$ cat src/rtl/abru_mem_pkg.sv
// Shared definitions for the image-RAM port arbiter: geometry, requester ids,
// arbiter state encoding and a one-hot helper.
package abru_mem_pkg;

    localparam int NUM_REQ = 3;
    localparam int ADDR_W  = 18;
    localparam int DATA_W  = 8;
    localparam int IDX_W   = $clog2(NUM_REQ);

    typedef enum int {
        REQ_RX   = 0,
        REQ_PROC = 1,
        REQ_TX   = 2
    } req_id_e;

    localparam logic [0:0] ARB_IDLE = 1'b0;
    localparam logic [0:0] ARB_BUSY = 1'b1;

    function automatic logic [NUM_REQ-1:0] idx_onehot(input logic [IDX_W-1:0] idx);
        return NUM_REQ'(1) << idx;
    endfunction

endpackage

$ cat src/rtl/mem_port_arbiter_rr_pick.sv
// Combinational round-robin picker: first requester with req=1, searching
// upward with wrap from last_owner+1.
module rr_pick
    import abru_mem_pkg::*;
(
    input  logic [NUM_REQ-1:0] req,
    input  logic [IDX_W-1:0]   last_owner,
    output logic [IDX_W-1:0]   pick,
    output logic               any_req
);

    logic [IDX_W:0] cand;

    // Walk offsets from farthest to nearest so the nearest hit is written last.
    always_comb begin
        pick    = last_owner;
        any_req = |req;
        cand    = '0;
        for (int k = NUM_REQ; k >= 1; k--) begin
            cand = {1'b0, last_owner} + (IDX_W+1)'(k);
            if (cand >= (IDX_W+1)'(NUM_REQ)) begin
                cand = cand - (IDX_W+1)'(NUM_REQ);
            end
            if (req[cand[IDX_W-1:0]]) begin
                pick = cand[IDX_W-1:0];
            end
        end
    end

endmodule

$ cat src/rtl/mem_port_arbiter.sv
// Round-robin burst arbiter sharing the single-port image RAM between the
// Rx writer, the processing core and the Tx retriever.
module mem_port_arbiter
    import abru_mem_pkg::*;
#(
    parameter int MAX_BURST = 1024
) (
    input  logic                      clk,
    input  logic                      rst_n,
    input  logic [NUM_REQ-1:0]        req,
    input  logic [NUM_REQ-1:0]        acc,
    input  logic [NUM_REQ-1:0]        wen,
    input  logic [NUM_REQ*ADDR_W-1:0] addr,
    input  logic [NUM_REQ*DATA_W-1:0] wdata,
    output logic [NUM_REQ-1:0]        gnt,
    output logic [NUM_REQ-1:0]        rvalid,
    output logic [DATA_W-1:0]         rdata,
    output logic                      ram_en,
    output logic                      ram_wen,
    output logic [ADDR_W-1:0]         ram_addr,
    output logic [DATA_W-1:0]         ram_din,
    input  logic [DATA_W-1:0]         ram_dout,
    output logic [0:0]                arb_state
);

    localparam int CNT_W = $clog2(MAX_BURST + 1);

    logic [0:0]       state;
    logic [IDX_W-1:0] owner;
    logic [IDX_W-1:0] last_owner;
    logic [IDX_W-1:0] pick;
    logic             any_req;
    logic [CNT_W-1:0] beat_cnt;
    logic             rd_pend;
    logic [IDX_W-1:0] rd_owner;

    logic own_req;
    logic own_acc;
    logic others_waiting;
    logic burst_full;

    rr_pick u_pick (
        .req        (req),
        .last_owner (last_owner),
        .pick       (pick),
        .any_req    (any_req)
    );

    // gnt is one-hot-or-zero, so masking with it selects the owner's lines.
    always_comb begin
        own_req        = |(req & gnt);
        own_acc        = |(acc & gnt);
        others_waiting = |(req & ~gnt);
        burst_full     = own_acc && (beat_cnt == CNT_W'(MAX_BURST - 1));
    end

    always_comb begin
        ram_en   = own_acc;
        ram_wen  = |(acc & wen & gnt);
        ram_addr = '0;
        ram_din  = '0;
        for (int i = 0; i < NUM_REQ; i++) begin
            if (gnt[i]) begin
                ram_addr = addr[i*ADDR_W +: ADDR_W];
                ram_din  = wdata[i*DATA_W +: DATA_W];
            end
        end
    end

    always_ff @(posedge clk) begin
        if (!rst_n) begin
            state      <= ARB_IDLE;
            owner      <= '0;
            last_owner <= IDX_W'(REQ_TX);
            beat_cnt   <= '0;
            gnt        <= '0;
            rd_pend    <= 1'b0;
            rd_owner   <= '0;
        end else begin
            rd_pend  <= ram_en & ~ram_wen;
            rd_owner <= owner;
            if (state == ARB_IDLE) begin
                if (any_req) begin
                    state    <= ARB_BUSY;
                    owner    <= pick;
                    gnt      <= idx_onehot(pick);
                    beat_cnt <= '0;
                end
            end else begin
                // The beat that fills the burst is still honoured; release takes effect at this edge.
                if (!own_req || (burst_full && others_waiting)) begin
                    state      <= ARB_IDLE;
                    gnt        <= '0;
                    last_owner <= owner;
                    beat_cnt   <= '0;
                end else if (burst_full) begin
                    beat_cnt <= '0;
                end else if (own_acc) begin
                    beat_cnt <= beat_cnt + CNT_W'(1);
                end
            end
        end
    end

    assign rvalid    = rd_pend ? idx_onehot(rd_owner) : '0;
    assign rdata     = ram_dout;
    assign arb_state = state;

endmodule

$ cat config.mk
export PLATFORM = sky130hd
export DESIGN_NAME = mem_port_arbiter
export DESIGN_NICKNAME = d
export VERILOG_FILES = /design/src/rtl/abru_mem_pkg.sv /design/src/rtl/mem_port_arbiter_rr_pick.sv /design/src/rtl/mem_port_arbiter.sv
export SDC_FILE = /design/constraint.sdc
export NUM_CORES = 1
export LEC_CHECK = 0
export CAP_MARGIN = 20
export CORE_UTILIZATION = 34
export CTS_BUF_LIST = sky130_fd_sc_hd__clkbuf_16
export DETAILED_ROUTE_END_ITERATION = 10
export PLACE_DENSITY_LB_ADDON = 0.12
export SYNTH_ARGS = -nofsm -noshare
export SYNTH_HDL_FRONTEND = slang
export SYNTH_SLANG_ARGS = --single-unit
$ cat constraint.sdc
create_clock -name clk -period 2.6 [get_ports clk]
set_clock_uncertainty 0.15 [all_clocks]
set_input_delay 0.39 -clock clk [delete_from_list [all_inputs] [get_ports clk]]
set_output_delay 0.39 -clock clk [all_outputs]
set_load 0.005 [all_outputs]
==> qor.csv, run 1 <==
stage,metric,value,unit
place,Placement Setup Slack,-0.102,ns
timing,Final Critical Period,2.46,ns
place,PortBufs,123,
place,DP Wirelength,5.39,mm
global_routing,Global Route Usage Sum,23.7,%
status,run status,finished clean,
yosys,syn_nets,361,
timing,RSZ-0062 raised after global routing,no,
layout,Synth-to-Final Area Change,75.3,%
layout,layout cell share with drive strength beyond 1,8.00,%
global_routing,antenna violations before repair,0,
floorplan,DIE HEIGHT,76.1,µm
worst_hold_path,Hold Crit Class,reg2reg,
drt,First-pass DRT Iterations,5,
layout,Final Net Count,477,
layout,n_diodes,0,
global_routing,first-pass GRT wire length,11.1,mm
yosys,Post-synth ARST share,0,%
drt,initial DRC count,138,
timing,number of hold violations in the final report,0,
timing,Final period util,94.5,%
layout,final core occ,62.9,%
pwr,Psw,0.386,mW
critical_path,"Arr. time, crit path",1.92,ns
yosys,ranking of synthesized cells by area,"dfxtp_1 (24%), a22oi_1 (11%), nand2_1 (7.4%)",
pwr,Logic pwr share,42.2,%
timing,final setup vio count,0,
clock_network,Post-CTS Setup Repair Bufs,0,
drt,wire per inst,15.5,µm
pwr,clock power share,30.7,%
clock_network,Num CTS Buffers,3,
yosys,number of synthesized flops with an enable pin,0,
yosys,Synth Instances,260,
critical_path,Critical Path Start Type,flop,
yosys,dominant cell type by area after synthesis,dfxtp_1,
critical_path,CP max FO,26,
yosys,mapped cell area,1870,µm²
clock_network,clock sink total,22,
pwr,part of the power in registers,27.1,%
pwr,Net Sw Frac,27.5,%
critical_path,Critical path origin,gnt[0],
floorplan,core area,5200,µm²
yosys,synthesized flop and latch total,22,
clock_network,clk_lat worst skew,0.25,ns
drt,vias,2402,
drt,DRC Markers,0,
drt,WL final,6.89,mm
floorplan,total die area,5800,µm²
pwr,Peak VDD IR,0.318,mV
yosys,Main synth FF type,dfxtp_1,
floorplan,IO Count,140,
global_routing,total grt overflow,0,
layout,Final Cell Area,3270,µm²
yosys,register area share after synthesis,23.6,%
worst_hold_path,min-delay src,beat_cnt[10],
yosys,proportion of netlist area held by the largest area contributor,23.6,%
timing,Slew Limit Fails,0,
global_routing,vias in the first global route,2277,
yosys,Synth cell types,51,
pwr,Power Density,429,nW/µm²
pwr,Static Leakage,1.21,nW
clock_network,CTS tree,done,
timing,post-route setup slack,0.144,ns
place,RePlAce Congestion,0.856,
critical_path,crit path kind,reg2out,
critical_path,Worst Setup End Kind,primary output,
drt,DR vias/cell,5.40,
layout,fill count,479,
place,dpl cell area,3160,µm²
pwr,Int Power,1.02,mW
critical_path,CP Data Required Time,2.06,ns
yosys,Yosys warning count,0,
yosys,syn_area_per_cell,7.18,µm²
clock_network,Root Buffer,clkbuf_16,
timing,headroom to the max-slew limit,64.7,%
timing,Least-Margin Pin Slew,0.525,ns
clock_network,"CTS clk-pin slew, worst paths",0.06,ns
floorplan,initial core utilization,35.9,%
floorplan,die span in x,76.1,µm
run,Max Cap Viol,0,
floorplan,num rows,26,
clock_network,H-tree Lvls,1,
timing,f_max,407,MHz
global_routing,largest net degree at the start of global routing,49,
critical_path,worst reg2reg path startpoint,last_owner[0],
clock_network,clk buf depth,2,
drt,ANT nets after route,0,
## cell type report
class | count | area (µm²) | share of cell area (%)
repair buffers | 138 | 1360 | 41.5
multi-input cells | 202 | 1240 | 38.0
flip-flops and latches | 22 | 443 | 13.5
well taps | 70 | 87.6 | 2.67
clock buffers | 3 | 75.1 | 2.29
inverters | 9 | 33.8 | 1.03
clock inverters | 1 | 30.0 | 0.917
## registers in the layout, summed over array words and instances, names as in the netlist
| signal | count |
|---|---|
| beat_cnt | 11 |
| gnt | 3 |
| last_owner | 2 |
| owner | 2 |
| rd_owner | 2 |
| arb_state | 1 |
| rd_pend | 1 |
## synthesized netlist by cell type (all sizes together) (2+ instances only)
cell type	instances
clkbuf	15
and3b	2
nor3	6
a222oi	2
dfxtp	22
mux2i	3
inv	9
a22oi	27
a22o	3
nand2	38
a32oi	3
o21a	2
o211ai	2
nor2	14
nand3b	2
a32o	3
nor2b	2
a21oi	9
a41oi	2
nand3	8
a211oi	3
o21ai	34
buf	12
and3	5
ha	4
and2	3
nand2b	5
a31oi	2
o31ai	5
## through the flow
stage / std cells / hold slack (ns) / power [mW] / setup TNS, ns
after CTS: 444 / 0.332 / 1.41 / 0
after global routing: 445 / 0.341 / 1.48 / 0
after detailed placement: 440 / 0.324 / 0.972 / -0.520
after global placement: 440 / 0.322 / 0.970 / -0.265
final: 445 / 0.331 / 1.41 / 0
after floorplan: 260 / 0.294 / 0.620 / 0
## timing repair
action                                  CTS  global route
resized for setup                         1             2
endpoints found under the setup margin    6             5
hold buffers                              0             0
pin swaps                                 0             1
## cell families after synthesis
| group | Yosys count | share of synthesized area (%) |
|---|---|---|
| muxes | 3 | 1.61 |
| buffers and inverters | 36 | 9.91 |
| adders and majority gates | 4 | 2.68 |
| AOI/OAI and AO/OA | 104 | 38.6 |
| and+or+nand+nor | 91 | 23.6 |
| DFF | 22 | 23.6 |
## critical path, cell delays in order (launching register included)
cell and delay [ns]:
dfxtp_2 0.41, nor2b_2 0.19, buf_6 0.23, a22oi_1 0.09
o21ai_1 0.19, clkdlybuf4s50_1 0.54
## per-layer routing
layer / GRT usage (%) / part of all wire, % / vias up / routed length (µm)
met2: 44.3 / 50 / 96 / 3470
met4: 5.77 / 1.8 / 0 / 123
met1: 27.0 / 42 / 1100 / 2910
met3: 5.15 / 5.6 / 14 / 384
met5: 0 / 0 / - / 0
li1: - / - / 1192 / -
## power by group through the flow
stage                     sequential, mW  combinational (mW)  clock [mW]
after floorplan                    0.376               0.244           0
after global placement             0.387               0.582           0
after detailed placement           0.388               0.584           0
after CTS                          0.381               0.589       0.436
after global routing               0.385               0.646       0.447
final                              0.381               0.593       0.432
## cell usage in the layout, fill, tap and decap left out, types with 2 or more instances in the layout
cell	n
o31ai_1	5
buf_4	12
clkbuf_16	3
and3_1	5
a22o_1	3
inv_1	9
o21ai_1	22
a211oi_1	2
clkdlybuf4s50_1	122
o211ai_1	2
nand2b_1	5
and3b_1	2
nor3_1	5
dfxtp_1	20
o21a_1	2
dfxtp_2	2
ha_1	4
a41oi_1	2
a21oi_1	8
mux2i_1	3
a222oi_1	2
nand3_1	8
nor2_1	14
o21ai_0	12
a22oi_1	27
and2_1	3
a32oi_1	3
nand2_1	37
nand3b_1	2
a32o_2	2
## worst paths after layout
check	slack, ns	cells after the start	end
setup / recovery	0.14	5	ram_addr[12]
hold / removal	0.33	1	beat_cnt[10]
setup reg to reg	0.23	7	gnt[1]
hold reg to reg	0.33	1	beat_cnt[10]
Power figures use the tool's default switching activity.
==> run 2: changes to the inputs <==
--- a/config.mk
+++ b/config.mk
@@ -10,6 +10,7 @@
 export CTS_BUF_LIST = sky130_fd_sc_hd__clkbuf_16
 export DETAILED_ROUTE_END_ITERATION = 10
 export PLACE_DENSITY_LB_ADDON = 0.12
+export SLEW_MARGIN = 15
 export SYNTH_ARGS = -nofsm -noshare
 export SYNTH_HDL_FRONTEND = slang
 export SYNTH_SLANG_ARGS = --single-unit
==> results of run 2 <==
Same layout as run 1: the final DEF is identical, and so are final timing and power.
==> run 3: changes to the inputs <==
--- a/config.mk
+++ b/config.mk
@@ -9,7 +9,9 @@
 export CORE_UTILIZATION = 34
 export CTS_BUF_LIST = sky130_fd_sc_hd__clkbuf_16
 export DETAILED_ROUTE_END_ITERATION = 10
-export PLACE_DENSITY_LB_ADDON = 0.12
+export HOLD_SLACK_MARGIN = 0.05
+export MAX_ROUTING_LAYER = met4
+export PLACE_DENSITY = 0.93
 export SLEW_MARGIN = 15
 export SYNTH_ARGS = -nofsm -noshare
 export SYNTH_HDL_FRONTEND = slang
==> run 3 against run 2 <==
Flip-flop and latch count unchanged. Register-to-register slack improved by 0.02 ns. Cell count increased by 0.22%. Maximum frequency decreased by 1.9%. Clock-buffer cell count unchanged. Wire length increased by 3.0%. Global-route usage increased by 1.3 points. Final area decreased by 0.92%. Utilization decreased by 0.58 points. Power decreased by 7.0%. Worst setup slack got worse by 0.049 ns. Critical path depth increased by 1.
==> qor.csv, run 3 (synthesis gave the netlist of run 1 again) <==
stage,metric,value,unit,change
status,run status,finished clean,,unchanged
timing,RSZ-0062 raised after global routing,no,,unchanged
pwr,Pwr Total,1.31,mW,was 1.41 mW
place,Placed Cells incl. Taps,441,,was 440
timing,f_max,399,MHz,was 407 MHz
global_routing,M2 GR Usage,40.5,%,was 44.3%
critical_path,Reg2Reg Setup Slack,0.25,ns,was 0.23 ns
layout,fill count,458,,was 479
global_routing,GR Layer Usage met3,3.95,%,was 5.15%
timing,number of hold violations in the final report,0,,unchanged
global_routing,vias in the first global route,2422,,"was 2,277"
place,PortBufs,123,,unchanged
global_routing,largest net degree at the start of global routing,33,,was 49
worst_hold_path,hold path endpoint,beat_cnt[10],,unchanged
floorplan,core area,5200,µm²,unchanged
global_routing,antenna violations before repair,0,,unchanged
pwr,Power Density,403,nW/µm²,was 429 nW/µm²
layout,final core occ,62.3,%,was 62.9%
clock_network,clk_lat worst skew,0.26,ns,was 0.25 ns
layout,Final Net Count,478,,was 477
place,RePlAce Congestion,0.893,,was 0.856
critical_path,CP Data Required Time,2.06,ns,about the same
layout,final cell count without fillers,446,,was 445
floorplan,die span in x,76.1,µm,unchanged
drt,wire per inst,15.9,µm,was 15.5 µm
layout,"commonest non-fill, non-tap cell in the layout",clkdlybuf4s50_1,,unchanged
global_routing,first-pass GRT wire length,11.6,mm,was 11.1 mm
place,DP Wirelength,5.51,mm,was 5.39 mm
clock_network,Num CTS Buffers,3,,unchanged
layout,biggest regs,"beat_cnt: 11 flops, gnt: 3 flops",,unchanged
run,Max Cap Viol,0,,unchanged
timing,final setup vio count,0,,unchanged
clock_network,"CTS clk-pin slew, worst paths",0.06,ns,about the same
layout,area occupied by multi-input gates,1250,µm²,was 1240 µm²
worst_hold_path,Hold Path Depth,1,,unchanged
global_routing,GRT met1 Usage,31.6,%,was 27.0%
worst_hold_path,min-delay src,beat_cnt[10],,unchanged
drt,DRC Markers,0,,unchanged
timing,headroom to the max-slew limit,49.4,%,was 64.7%
critical_path,Critical Path Start Type,input pin,,was flop
clock_network,clock sink total,22,,unchanged
floorplan,initial core utilization,35.9,%,unchanged
critical_path,"Arr. time, crit path",1.96,ns,was 1.92 ns
global_routing,Global Route Usage Sum,25.0,%,was 23.7%
floorplan,total die area,5800,µm²,unchanged
floorplan,DIE HEIGHT,76.1,µm,unchanged
clock_network,Hold Buf Count CTS,0,,unchanged
clock_network,Root Buffer,clkbuf_16,,unchanged
drt,initial DRC count,233,,was 138
drt,WL final,7.10,mm,was 6.89 mm
clock_network,CTS tree,done,,unchanged
layout,most frequent cells in the layout,"clkdlybuf4s50_1 (123), nand2_1 (37), a22oi_1 (27), o21ai_1 (22), dfxtp_1 (19)",,"was clkdlybuf4s50_1 (122), nand2_1 (37), a22oi_1 (27), o21ai_1 (22), dfxtp_1 (20)"
layout,n_diodes,0,,unchanged
timing,Slew Limit Fails,0,,unchanged
layout,layout cell share with drive strength beyond 1,8.51,%,was 8.00%
worst_hold_path,Hold Crit Class,reg2reg,,unchanged
clock_network,H-tree Lvls,1,,unchanged
critical_path,worst reg2reg path depth,7,,unchanged
layout,Synth-to-Final Area Change,73.7,%,was 75.3%
critical_path,Worst Setup End Kind,primary output,,unchanged
drt,ANT nets after route,0,,unchanged
layout,Top reg by flops,beat_cnt,,unchanged
timing,Final Critical Period,2.50,ns,was 2.46 ns
drt,vias,2498,,"was 2,402"
pwr,Peak VDD IR,0.205,mV,was 0.318 mV
critical_path,worst reg2reg path startpoint,last_owner[0],,unchanged
floorplan,IO Count,140,,unchanged
timing,Final period util,96.3,%,was 94.5%
floorplan,num rows,26,,unchanged
global_routing,total grt overflow,0,,unchanged
layout,number of flip-flops in the largest register,11,,unchanged
drt,First-pass DRT Iterations,7,,was 5
clock_network,clk buf depth,2,,unchanged
critical_path,RR Endpoint,gnt[1],,unchanged
pwr,Static Leakage,1.19,nW,was 1.21 nW
critical_path,crit path kind,in2out,,was reg2out
layout,Reg area,444,µm²,was 443 µm²
global_routing,global route hottest layer,met2,,unchanged
timing,Least-Margin Pin Slew,0.753,ns,was 0.525 ns
drt,DR vias/cell,5.60,,was 5.40
critical_path,CP max FO,2,,was 26
run 3: cell count changes in the layout (fill, tap and decap cells not counted), sizes merged:
cell | before | now
dlymetal6s2s | 1 | 0
buf | 15 | 16
clkinv | 0 | 1
bufinv | 1 | 0
clkdlybuf4s50 | 122 | 123
run 3: stage by stage:
| step | hold WS (ns) | setup TNS, ns | area [µm²] | setup slack (ns) |
|---|---|---|---|---|
| 2_1_floorplan | 0.294 | 0 | 1870 | 0.581 |
| 3_3_place_gp | 0.316 | -1.08 | 3140 | -0.163 |
| 3_5_place_dp | 0.322 | -0.0934 | 3150 | -0.0359 |
| 4_1_cts | 0.332 | 0 | 3240 | 0.0478 |
| 5_1_grt | 0.348 | 0 | 3240 | 0.0314 |
| 6_report | 0.334 | 0 | 3240 | 0.0957 |
run 3: area by class of cell:
type	count	share of cell area, %
clock buffers	3	2.31
clock inverters	1	0.116
inverters	9	1.04
multi-input cells	202	38.4
flip-flops and latches	22	13.7
well taps	70	2.70
repair buffers	139	41.7
run 3: timing repair:
action | CTS | global route
gates resized for setup | 1 | 3
cloned | 0 | 0
setup buffers | 1 | 0
pin swaps | 1 | 0
setup endpoints to repair | 2 | 15
run 3: layer usage:
layer / vias to the layer above / share of wire, % / routed length, µm
li1: 1197 / - / -
met1: 1134 / 41 / 2940
met2: 149 / 49 / 3480
met3: 18 / 7.5 / 534
met4: 0 / 2.0 / 142
met5: - / 0 / 0
run 3: worst max-delay path: stages:
cell and delay [ns]:
clkdlybuf4s50_1 0.46, buf_4 0.16, a222oi_1 0.30, buf_4 0.19, inv_1 0.04, clkdlybuf4s50_1 0.42
run 3: worst max-delay path by stage:
stage / start / end / slack (ns) / cells after the start
3_3_place_gp: req[0] / beat_cnt[8] / -0.16 / 6
3_5_place_dp: req[0] / beat_cnt[9] / -0.04 / 7
2_1_floorplan: last_owner[0] / gnt[1] / 0.58 / 7
5_1_grt: gnt[0] / ram_din[2] / 0.03 / 5
6_report: acc[0] / ram_en / 0.1 / 6
4_1_cts: gnt[0] / ram_addr[17] / 0.05 / 5
run 3: report_power, final:
part	switching [mW]	internal, mW	total, mW
combinational	0.240	0.358	0.598
clock	0.124	0.205	0.329
sequential	0.0250	0.355	0.380
total	0.389	0.918	1.31
==> variant 1, RTL diff (settings of run 2) <==
Change the package constant `ADDR_W` from 18 to 9.
--- a/src/rtl/abru_mem_pkg.sv
+++ b/src/rtl/abru_mem_pkg.sv
@@ -3,7 +3,7 @@
 package abru_mem_pkg;
 
     localparam int NUM_REQ = 3;
-    localparam int ADDR_W  = 18;
+    localparam int ADDR_W  = 9;
     localparam int DATA_W  = 8;
     localparam int IDX_W   = $clog2(NUM_REQ);
 
Interface: changed (resized addr and ram_addr); port bits go from 140 to 104. The function was not compared with the original's and may differ.
==> variant 1 against run 2 <==
  * The run now ends with DRC left
  * Synthesized area is 13% lower
  * Count of clock-buffer cells in the layout unchanged
  * Total power is 12% lower
  * Sequential cell count unchanged
  * Sequential power rose by 1%
  * Global-route usage is 3.7 points lower
  * Combinational power down 8.8%
  * Synthesized cell count shrank 14%
  * Non-clock buffer count shrank 43
  * Final area is 21% lower
  * Register-to-register slack improved by 130 ps
  * Worst setup slack improved by 49 ps
  * Wire length is 28% lower
  * Critical endpoint is now ram_en
==> variant 1: results (changes against run 2) <==
Syn_nets -> 298 (-17%)
Pin count of the biggest net entering global routing -> 35 (-29%)
Detailed-placement wirelength estimate -> 3880 um (-28%)
Post-Syn Area per Cell -> 7.29 sq um (+1.5%)
CP Max Fanout -> 5 (-81%)
Failing checks -> DRC
Final nets -> 379 (-21%)
Fillers -> 402 (-16%)
Routed WL per cell -> 14.0 um (-9.7%)
Placement-stage cell area -> 2520 sq um (-20%)
Layout cells sized above 1 -> 6.93% (-1.1 points)
Peak supply drop -> 0.324 mV (+1.8%)
Worst reg-to-reg setup slack -> 360 ps (+130 ps)
Placed Instances -> 352 (-20%)
LEAKAGE -> 0.963 nW (-21%)
Yosys cell types -> 43 (-16%)
Slew HR -> 53.9% (-11 points)
DR DRC count -> 13 (+13)
Drt initial violations -> 106 (-23%)
Global-route wire length before repair -> 8330 um (-25%)
DR pass1 iterations -> 7 (+2)
Routed WL -> 4970 um (-28%)
Worst Hold Launch -> owner[0]
Commonest cells post-synth -> nand2_1, o21ai_0, dfxtp_1, nor2_1, a22oi_1
Outcome -> complete, but fails checks
==> variant 1: power by group through the flow <==
stage / clock, W / sequential [W] / combinational (W)
finish: 0.000309 / 0.000386 / 0.000541
global placement: 0 / 0.000393 / 0.000536
floorplan: 0 / 0.000387 / 0.000251
global route: 0.000335 / 0.000391 / 0.000594
detailed placement: 0 / 0.000393 / 0.000537
CTS: 0.000313 / 0.000386 / 0.000539
==> variant 1: timing repair <==
action,CTS,global route
setup endpoints to repair,0,4
buffers inserted,0,0
gates resized for setup,0,2
hold endpoints to repair,0,0
==> variant 1: stage by stage <==
step / util, % / hold WS, ps / worst slack (ps)
2_1_floorplan: - / 272 / 640
3_3_place_gp: 56.3 / 302 / 127
3_5_place_dp: 56.3 / 325 / 83.6
4_1_cts: 58.0 / 333 / 84.7
5_1_grt: 58.1 / 381 / 49.6
6_report: 58.1 / 334 / 193
==> variant 1: area by class of cell <==
type	instances	area share (%)
Tap cell	52	2.50
Sequential cell	22	17.0
Inverter	15	2.17
Clock buffer	3	2.89
Multi-Input combinational cell	168	39.6
Timing Repair Buffer	95	35.8
==> variant 1: critical path: cells and delay by family <==
family	cells	cell delay (ps)
buffers and inverters	3	1000
AO/OA/AOI/OAI	1	290
AND/OR/NAND/NOR	1	190
==> variant 1: kinds of logic (layout without fill, tap and decap cells) <==
group,after synthesis,in the layout,share of synthesized area [%]
AND/OR/NAND/NOR,87,87,26.8
AO/OA/AOI/OAI,67,67,27.4
buffers and inverters,34,113,10.3
flip-flops,22,22,27.0
XOR/XNOR,8,8,4.29
adder cells (fa/ha/maj),4,4,3.06
multiplexers,2,2,1.23
==> variant 1: worst max-delay path by stage <==
stage | start | to | depth (start not counted)
6_report | acc[0] | ram_en | 5
5_1_grt | gnt[0] | ram_din[5] | 5
4_1_cts | acc[0] | ram_en | 5
3_5_place_dp | acc[0] | ram_en | 5
3_3_place_gp | acc[0] | ram_en | 5
2_1_floorplan | last_owner[0] | gnt[0] | 7
==> variant 1: metal layers <==
layer	vias up	GRT usage, %	wire length (um)
met1	848	27.6	2250
met2	73	33.2	2230
met4	0	4.22	26
met3	4	2.67	453
li1	946	-	-
met5	-	0	0
==> variant 2, RTL diff (flow settings as in run 2) <==
Made on the original files. One comparison of `beat_cnt` changes from == to >=.
--- a/src/rtl/mem_port_arbiter.sv
+++ b/src/rtl/mem_port_arbiter.sv
@@ -51,7 +51,7 @@
         own_req        = |(req & gnt);
         own_acc        = |(acc & gnt);
         others_waiting = |(req & ~gnt);
-        burst_full     = own_acc && (beat_cnt == CNT_W'(MAX_BURST - 1));
+        burst_full     = own_acc && (beat_cnt >= CNT_W'(MAX_BURST - 1));
     end
 
     always_comb begin
Function: no difference found for any inputs over 10 cycles, from zero or initial values and one cycle with rst_n low; that may be too few to reach the edited logic, so the function may still have changed.
==> variant 2 against run 2 <==
  * Synthesized area fell by 0.87%
  * Total power rose by 27%
  * Register-to-register slack improved by 100 ps
  * Sequential cell count did not move
  * Wire length fell by 4.5%
  * Final area fell by 1.8%
  * Worst setup slack improved by 55 ps
  * Sequential share of layout area rose by 0.16 points
  * Critical endpoint is now ram_en
  * Largest power group unchanged
  * Highest routed layer unchanged
==> variant 2: results (changes against run 2) <==
GP Congestion -> 0.862 (+0.75%)
Pin count of the biggest net entering global routing -> 47 (-4.1%)
Worst Tran Pin Value -> 493 ps (-32.5 ps)
Multiplexer area fraction after synthesis -> 0.541% (-1.1 points)
Port bufs -> 123 (unchanged)
Global-route wire length before repair -> 9320 um (-16%)
Met2 routed WL -> 3260 um (-6.2%)
Setup WS pre-CTS -> 117 ps (+220 ps)
Fin Hold WS -> 338 ps (+7.49 ps)
Met1 WL -> 2650 um (-9.1%)
Commonest cells post-synth -> nand2_1, a22oi_1, o21ai_0, dfxtp_1, nand3_1
Final nets -> 467 (-2.1%)
Power Internal -> 0.00118 W (+16%)
CP Max Fanout -> 5 (-81%)
Sequential area share after synthesis -> 23.8% (+0.21 points)
Cell family with most CP delay -> buffers and inverters
Yosys cell types -> 54 (+5.9%)
M3 GR Usage -> 4.10% (-1.0 points)
Placed Instances -> 431 (-2.0%)
Routed WL per cell -> 15.1 um (-2.3%)
Outcome -> complete, no violations
Total GRT Usage -> 21.1% (-2.6 points)
Worst R2R End -> gnt[2]
Peak supply drop -> 0.451 mV (+42%)
FF-to-FF Start -> last_owner[1]
Post_cts resized -> 0 (-1)
GR Util met2 -> 37.8% (-6.5 points)
Drt initial violations -> 95 (-31%)
Synth Instances -> 252 (-3.1%)
Synth area leaders -> dfxtp_1, a22oi_1, nand2_1
Fillers -> 474 (-1.0%)
Via-to-Cell Ratio -> 5.29 (-2.1%)
Syn_nets -> 353 (-2.2%)
Worst reg-to-reg setup slack -> 330 ps (+100 ps)
Placement-stage cell area -> 3140 sq um (-0.59%)
Layout cells sized above 1 -> 7.12% (-0.88 points)
CP max stage delay -> 450 ps (-90 ps)
Post-Synth Adder-Cell Area -> 2.70% (+0.024 points)
Routed wl met3 -> 613 um (+60%)
LEAKAGE -> 1.19 nW (-2.3%)
Detailed-placement wirelength estimate -> 5140 um (-4.6%)
M1 GR Usage -> 25.3% (-1.8 points)
Area fraction in compound gates after synthesis -> 36.8% (-1.8 points)
Vias in the first global route -> 1995 (-12%)
Total number of vias -> 2299 (-4.3%)
==> variant 2: worst register-to-register path, delay by kind of cell (launching register included) <==
family | cells | cell delay (ps)
flip-flops | 1 | 380
adder cells (fa/ha/maj) | 1 | 440
AND/OR/NAND/NOR | 2 | 750
buffers and inverters | 1 | 80
AO/OA/AOI/OAI | 3 | 400
==> variant 2: kinds of logic after synthesis <==
group | Yosys count
AOI/OAI and AO/OA | 96
and+or+nand+nor | 96
buffers and inverters | 33
DFF | 22
adders and majority gates | 4
muxes | 1
==> variant 2: cell type report <==
class / count / area [sq um] / share of cell area (%)
Inverter: 8 / 30.0 / 0.933
Tap cell: 70 / 87.6 / 2.72
Timing Repair Buffer: 134 / 1340 / 41.6
Sequential cell: 22 / 440 / 13.7
Clock buffer: 3 / 75.1 / 2.33
Clock inverter: 1 / 3.75 / 0.117
Multi-Input combinational cell: 197 / 1240 / 38.6
==> variant 2: how the worst max path moves through the flow <==
stage	startpoint	endpoint	slack, ps	cells past startpoint
floorplan	last_owner[0]	gnt[2]	430	8
global placement	req[0]	beat_cnt[8]	160	6
detailed placement	req[2]	last_owner[1]	120	6
CTS	gnt[2]	ram_addr[8]	170	4
global route	gnt[2]	ram_addr[1]	50	4
finish	acc[0]	ram_en	200	5
==> variant 2: power by group through the flow <==
stage | registers, W | clock network, W | logic (W)
2_1_floorplan | 0.000411 | 0 | 0.000487
3_3_place_gp | 0.000416 | 0 | 0.00105
3_5_place_dp | 0.000417 | 0 | 0.00106
4_1_cts | 0.000409 | 0.000328 | 0.00106
5_1_grt | 0.000415 | 0.000346 | 0.00117
6_report | 0.000410 | 0.000323 | 0.00106
